<file path="src/rtl/cpu_control_unit.sv">
// cpu_control_unit
//   Fetch/decode/execute sequencer for the 4-bit CPU. It holds the PC,
//   the instruction register, the accumulator and the {Z,N,C,V} flag
//   register. Instructions come from an asynchronous program ROM, and the
//   sequencer drives the downstream ALU.
//
// Ports
//   clk          system clock, rising edge
//   rst_n        asynchronous active-low reset
//   start        single-cycle pulse that leaves IDLE
//   instr_addr   program ROM address (the PC)
//   instr_data   ROM data: [7:4] opcode, [3:0] immediate
//   alu_a        ALU operand A (accumulator)
//   alu_b        ALU operand B (IR immediate)
//   alu_opcode   ALU opcode (IR opcode)
//   alu_en       ALU enable, high only in EXECUTE
//   alu_result   ALU result, captured at the end of EXECUTE
//   alu_zero / alu_negative / alu_carry / alu_overflow   ALU flags
//   acc_out      accumulator
//   flags_out    {Z,N,C,V}
//   halted       high while in HALT
module cpu_control_unit #(
  parameter int unsigned PC_WIDTH = 4,
  parameter int unsigned RESET_PC = 0
) (
  input  logic                clk,
  input  logic                rst_n,
  input  logic                start,
  output logic [PC_WIDTH-1:0] instr_addr,
  input  logic [7:0]          instr_data,
  output logic [3:0]          alu_a,
  output logic [3:0]          alu_b,
  output logic [3:0]          alu_opcode,
  output logic                alu_en,
  input  logic [3:0]          alu_result,
  input  logic                alu_zero,
  input  logic                alu_negative,
  input  logic                alu_carry,
  input  logic                alu_overflow,
  output logic [3:0]          acc_out,
  output logic [3:0]          flags_out,
  output logic                halted
);

  typedef enum logic [2:0] {
    IDLE,
    FETCH,
    DECODE,
    EXECUTE,
    HALT
  } state_t;

  // Flag register bit positions within {Z,N,C,V}
  localparam int unsigned FLAG_Z = 3;
  localparam int unsigned FLAG_N = 2;
  localparam int unsigned FLAG_C = 1;

  state_t              state, state_next;
  logic [PC_WIDTH-1:0] pc, pc_next;
  logic [7:0]          ir, ir_next;
  logic [3:0]          acc, acc_next;
  logic [3:0]          flags, flags_next;

  logic [3:0]          ir_op;
  logic [3:0]          ir_imm;
  logic [PC_WIDTH-1:0] imm_pc;

  assign ir_op  = ir[7:4];
  assign ir_imm = ir[3:0];
  assign imm_pc = PC_WIDTH'(ir_imm);

  always_ff @(posedge clk or negedge rst_n) begin
    if (!rst_n) begin
      state <= IDLE;
      pc    <= PC_WIDTH'(RESET_PC);
      ir    <= '0;
      acc   <= '0;
      flags <= '0;
    end else begin
      state <= state_next;
      pc    <= pc_next;
      ir    <= ir_next;
      acc   <= acc_next;
      flags <= flags_next;
    end
  end

  always_comb begin
    state_next = state;
    pc_next    = pc;
    ir_next    = ir;
    acc_next   = acc;
    flags_next = flags;

    unique case (state)
      IDLE: begin
        if (start) state_next = FETCH;
      end

      FETCH: begin
        ir_next    = instr_data;
        // Natural modulo-2^PC_WIDTH wrap
        pc_next    = pc + PC_WIDTH'(1);
        state_next = DECODE;
      end

      DECODE: begin
        state_next = FETCH;
        if (ir_op[3]) begin
          state_next = EXECUTE;
        end else begin
          case (ir_op[2:0])
            3'd1: begin
              acc_next           = ir_imm;
              flags_next[FLAG_Z] = (ir_imm == 4'd0);
              flags_next[FLAG_N] = ir_imm[3];
            end
            3'd2: pc_next = imm_pc;
            3'd3: if (flags[FLAG_Z]) pc_next = imm_pc;
            3'd4: if (flags[FLAG_C]) pc_next = imm_pc;
            3'd7: state_next = HALT;
            // NOP and the reserved codes fall through to FETCH
            default: ;
          endcase
        end
      end

      EXECUTE: begin
        acc_next   = alu_result;
        flags_next = {alu_zero, alu_negative, alu_carry, alu_overflow};
        state_next = FETCH;
      end

      HALT: ;

      default: state_next = IDLE;
    endcase
  end

  assign instr_addr = pc;
  assign alu_a      = acc;
  assign alu_b      = ir_imm;
  assign alu_opcode = ir_op;
  assign alu_en     = (state == EXECUTE);
  assign acc_out    = acc;
  assign flags_out  = flags;
  assign halted     = (state == HALT);

endmodule

</file>
<file path="config.mk">
export PLATFORM = sky130hd
export DESIGN_NAME = cpu_control_unit
export DESIGN_NICKNAME = d
export VERILOG_FILES = /design/src/rtl/cpu_control_unit.sv
export SDC_FILE = /design/constraint.sdc
export NUM_CORES = 1
export LEC_CHECK = 0
export ABC_AREA = 0
export BUFFER_PORTS_ARGS = -buffer_cell sky130_fd_sc_hd__buf_2
export CORE_UTILIZATION = 48
export CTS_CLUSTER_SIZE = 12
export DETAILED_ROUTE_END_ITERATION = 7
export PLACE_DENSITY = 0.78
export SYNTH_ARGS = -nofsm -noshare
export SYNTH_HDL_FRONTEND = slang
export SYNTH_SLANG_ARGS = --single-unit
</file>
<file path="constraint.sdc">
create_clock -name clk -period 2 [get_ports clk]
set_clock_uncertainty 0.2 [all_clocks]
set_input_delay 0.3 -clock clk [delete_from_list [all_inputs] [get_ports clk]]
set_output_delay 0.3 -clock clk [all_outputs]
set_load 0.01 [all_outputs]
</file>
== Word-level counts from Yosys, hierarchy flattened ==
Index checks and enable logic that the tools add are counted.

* Logic and storage cells: 45
* Output and inout bits: 26
* Register bits after elaboration: 23
* Bits of input ports: 19

* Equal/unequal tests: 15
* Bitwise gates (word level): 1
* Add/subtract/negate cells: 1
* Reduce and logical (&&, ||, !) cells: 7
* Muxes and demuxes: 15

{| class="wikitable"
|+ Operator list
! operator !! number
|-
| $mux 4 || 5
|-
| $pmux 4 s2 || 2
|-
| $pmux 3 s5 || 1
|-
| $eq 3x2->1 const B || 4
|-
| $pmux 4 s3 || 1
|-
| $eq 3x3->1 const B || 3
|-
| $mux 3 || 3
|-
| $eq 3x1->1 const B || 2
|-
| $ne 3x3->1 const B || 2
|-
| $reduce_and 5->1 || 1
|-
| $add 4x1->4 const B || 1
|-
| $logic_not 4->1 || 1
|-
| $mux 2 || 2
|-
| $ne 2x2->1 const B || 2
|-
| $ne 4x1->1 const B || 1
|-
| $pmux 2 s2 || 1
|-
| $reduce_bool 2->1 || 2
|-
| $logic_not 3->1 || 1
|-
| $reduce_and 3->1 || 1
|-
| $ne 2x1->1 const B || 1
|-
| $reduce_and 2->1 || 1
|-
| $not 1->1 || 1
|}

== Logic depth before layout (Yosys ltp) ==
* Depth after elaboration: 4
* Mapped depth: 5
* Gate-level depth less buffers: 4

== Worst setup path after synthesis ==
Ideal clock, no wire load.

* Path kind: reg2reg
* From: reg state[2]
* To: reg pc[1] (netlist: instr_addr[1])
* Arrival: 1336 ps
* Required time: 1675 ps
* Cell stages (with the launch flop): 5
* Setup slack: 339 ps
* Buffers on the path: 0
* Period minus slack after synthesis: 1661 ps
* Library setup time: 125 ps
* Cells stage by stage: dfrtp_1 nor3b_2 nand2b_2 o21ai_2 mux2_4

* Longest elaborated chain between the ends: 3
* Elaborated cells between the ends (all ways): 9
* Those cells by class: 6 x eq/ne; 1 x mux; 2 x reduce/logical

{| class="wikitable"
|+ RTL lines
! what !! RTL line !! source
|-
| from (decl) || 58 || <nowiki>state_t state, state_next;</nowiki>
|-
| from (signal assigned) || 80 || <nowiki>state <= state_next;</nowiki>
|-
| $eq 3x2->1 or $eq 3x1->1 (tied branches) || 95 || <nowiki>unique case (state)</nowiki>
|-
| $ne 4x1->1 (no line) (tied with other cells) || - ||
|-
| $reduce_and 5->1 (no line) || - ||
|-
| to (signal assigned) || 75 || <nowiki>pc <= PC_WIDTH'(RESET_PC);</nowiki>
|-
| to (signal assigned) || 81 || <nowiki>pc <= pc_next;</nowiki>
|-
| to (decl) || 59 || <nowiki>logic [PC_WIDTH-1:0] pc, pc_next;</nowiki>
|}

Several ways; a longest one is shown, not always the timed one.
A chain may end at the register's enable or synchronous reset.

== Worst setup path after layout ==
* From: reg state[1]
* To: out alu_en

* Longest elaborated chain between the ends: 1

{| class="wikitable"
|+ RTL lines
! what !! RTL line !! source
|-
| $eq 3x2->1 || 144 || <nowiki>assign alu_en = (state == EXECUTE);</nowiki>
|-
| to (decl) || 34 || <nowiki>output logic alu_en,</nowiki>
|}

No other way between the ends.

==> flow_summary.yaml <==
power_and_ir_drop:
  internal_power_mw: 1.44
  power.share.clock_pct: 8.8
  finalPower_mw: 2.50
  vdd.ir_drop.worst_mv: 0.936
  p_sw_mw: 1.06
  p_leak_nw: 0.726
  power_switching_share_pct: 42.3
  p_comb_share_pct: 52.8
  p_seq_share_pct: 38.4
  power_density_nw_per_um2: 1660
clocking:
  cts_tree: "done"
  clock_latency_ns: 0.32
  clock-sinks: 23
  htree_levels: 1
  cts.clk_slew.worst_paths_ns: 0.13
  root_buffer: "clkbuf_4"
  clockBufferDepth: 2
  cts_setup_buffers: 0
  cts-buffers-inserted: 3
yosys:
  ys_types: 35
  ys_seq_area_share_pct: 48.4
  synth_area_per_cell_um2: 11.1
  yosysWarnings: 0
  synth_nets: 127
  mappedNetlistArea_um2: 1190
  synth_seq_cells: 23
  synthCells: 107
worst_setup_path:
  r2r_slack_ns: 0.28
  crit_path_end: "alu_en"
  reg2reg_depth: 4
  rr_startpoint: "state[2]"
  cp-end-kind: "output port"
  cp.arrival_ns: 1.41
  crit_fanout: 9
  crit_required_ns: 1.50
  reg2reg_to: "instr_addr[1]"
  critPathLaunchType: "flop"
  critical_path.max_stage_delay_ns: 0.47
  path_cells: "nor2b_1, nand2_2, inv_1, buf_2"
  critPathLaunch: "state[1]"
  critPathSlowestCell: "dfrtp_1"
  worstSetupPathType: "flop to output port"
floorplan:
  die_area_um2: 2680
  initial_core_util_pct: 52.2
  io_pins: 45
  die_h_um: 51.8
  placementRows: 17
  die_x_um: 51.8
  core_area_um2: 2280
place:
  dp_hpwl_um: 1970
  portBuffers: 44
  gp_congestion: 0.899
  dp_cells: 176
  dpl_cell_area_um2: 1420
global_route:
  grt-ovfl-total: 0
  grt_max_degree: 24
  grt_first_pass_wirelength_um: 3970
  grt_pass1_vias: 894
  antenna_found_initial: 0
  grtUsageTotal_pct: 21.0
timing:
  drv_slew: 0
  worst_pin_slew_ns: 0.501
  hold_viol: 0
  slew_headroom_pct: 66.6
  min_period_ns: 1.91
  fmax_ghz: 0.522
  setup_viol_count_final: 0
  final.period_utilization_pct: 95.7
cells_and_area:
  fin_area_um2: 1500
  syn2layout_area_growth_pct: 26.5
  diodes: 0
  drive_above_1_share_pct: 45.2
  nets: 178
  final_cells: 185
routing:
  wl_um: 2620
  vias_per_cell: 5.41
  dr.pass1.iters: 4
  postRouteAntennaNets: 0
  dr_total_vias: 1000
  drtIter0Drc: 18
  drc: 0
  wl_per_cell_um: 14.2
worst_hold_path:
  hp-class: "primary input to flop"
run:
  drv_cap: 0
outcome:
  outcome: "finished clean"
-- synth_stat cells --
| library cell | number | area share (%) |
|---|---|---|
| dfrtp_1 | 23 | 48 |
| nand2_1 | 4 | 1.3 |
| o21ai_2 | 1 | 0.74 |
| nor3b_2 | 1 | 1.1 |
| nand3_1 | 4 | 1.7 |
| nor4_1 | 1 | 0.53 |
| o21ai_0 | 2 | 0.84 |
| nor3_1 | 1 | 0.42 |
| nand3b_1 | 2 | 1.3 |
| nor2_4 | 1 | 0.95 |
| clkbuf_1 | 1 | 0.32 |
| or3b_2 | 1 | 0.74 |
| o211ai_1 | 4 | 2.5 |
| buf_2 | 1 | 0.42 |
| buf_6 | 1 | 0.95 |
| nor2_1 | 9 | 2.8 |
| nor2b_1 | 3 | 1.6 |
| a21oi_1 | 11 | 4.6 |
| nand2b_1 | 2 | 1.1 |
| nand2b_2 | 1 | 0.74 |
| o21a_1 | 1 | 0.63 |
| inv_1 | 1 | 0.32 |
| o21bai_1 | 1 | 0.63 |
| mux2_2 | 10 | 9.5 |
| nand4bb_1 | 1 | 0.95 |
| a211oi_1 | 1 | 0.63 |
| buf_4 | 4 | 2.5 |
| or2_1 | 1 | 0.53 |
| or3b_1 | 1 | 0.74 |
| nor3b_1 | 2 | 1.3 |
| mux2i_1 | 6 | 5.1 |
| ha_1 | 1 | 1.1 |
| mux2_4 | 1 | 1.3 |
| a211oi_2 | 1 | 1.1 |
| and3_4 | 1 | 0.95 |
-- cell usage in the layout, fill, tap and decap left out, types with 2 or more instances in the layout --
cell,n
o21ai_0,2
o211ai_1,4
clkbuf_4,3
nor2b_1,3
nor2_1,9
dfrtp_1,23
nand3_1,4
a21oi_1,11
buf_2,44
buf_4,4
nand2_1,3
mux2_2,10
nand3b_1,2
nor3b_1,2
mux2i_1,6
dlygate4sd3_1,5
nand2b_1,2
-- cell type report --
type                       count  area [um2]
clock buffer                   3        22.5
timing repair buffer          53         300
clock inverter                 1        5.00
inverter                       1        3.75
tap                           28        35.0
multi-input combinational     76         562
fill                         193         772
sequential                    23         576
-- worst max-delay path: cells and delay by family (launching register included) --
kind / cells / cell delay, ns
buffers and inverters: 2 / 0.24
flip-flops: 1 / 0.47
AND/OR/NAND/NOR: 2 / 0.39
-- power by group through the flow --
stage	clock network, mW	registers, mW	logic, mW
4_1_cts	0.221	0.957	1.32
3_5_place_dp	0	0.968	1.31
2_1_floorplan	0	1.01	0.838
6_report	0.219	0.961	1.32
5_1_grt	0.240	1.00	1.45
3_3_place_gp	0	0.945	1.27
-- per-layer routing --
metal / share of wire [%] / global-route usage, % / routed length, um
met1: 44 / 26.8 / 1160
met2: 51 / 33.8 / 1330
met3: 4.0 / 4.09 / 106
met4: 1.2 / 10.4 / 31
met5: 0 / 0 / 0
-- repair_timing --
| action | CTS | global route |
|---|---|---|
| endpoints found under the hold margin | 23 | 4 |
| hold buffers | 1 | 4 |
| endpoints found under the setup margin | 0 | 1 |
| gates resized for setup | 0 | 1 |
-- per-stage QoR --
| stage | TNS (ns) | hold WS [ns] | worst slack [ns] | util, % |
|---|---|---|---|---|
| 2_1_floorplan | 0 | -0.196 | 0.339 | - |
| 3_3_place_gp | 0 | 0.0961 | 0.337 | 62.6 |
| 3_5_place_dp | 0 | 0.0954 | 0.292 | 62.6 |
| 4_1_cts | 0 | 0.00110 | 0.0553 | 64.2 |
| 5_1_grt | -0.0276 | 0.00329 | -0.0276 | 66.1 |
| 6_report | 0 | 0.00768 | 0.0850 | 66.1 |
-- cells by family after synthesis --
| kind of cell | Yosys count | share of synthesized area (%) |
|---|---|---|
| adder cells (fa/ha/maj) | 1 | 1.05 |
| buffers and inverters | 8 | 4.53 |
| flip-flops | 23 | 48.4 |
| AO/OA/AOI/OAI | 22 | 11.7 |
| AND/OR/NAND/NOR | 36 | 18.5 |
| multiplexers | 17 | 15.8 |
-- state kept, by name, indices dropped and copies added, names as in the netlist --
name,cells
state,3
acc_out,4
ir,8
flags_out,4
instr_addr,4
-- worst min-delay path by stage --
stage | start | depth (start not counted) | slack, ns | to
2_1_floorplan | rst_n | 0 | -0.20 | acc_out[0]
3_3_place_gp | rst_n | 1 | 0.1 | instr_addr[0]
3_5_place_dp | rst_n | 1 | 0.1 | instr_addr[1]
4_1_cts | instr_data[4] | 2 | 0.001 | ir[4]
5_1_grt | instr_data[1] | 2 | 0.003 | ir[1]
6_report | alu_carry | 2 | 0.008 | flags_out[1]
Power figures use the tool's default switching activity.
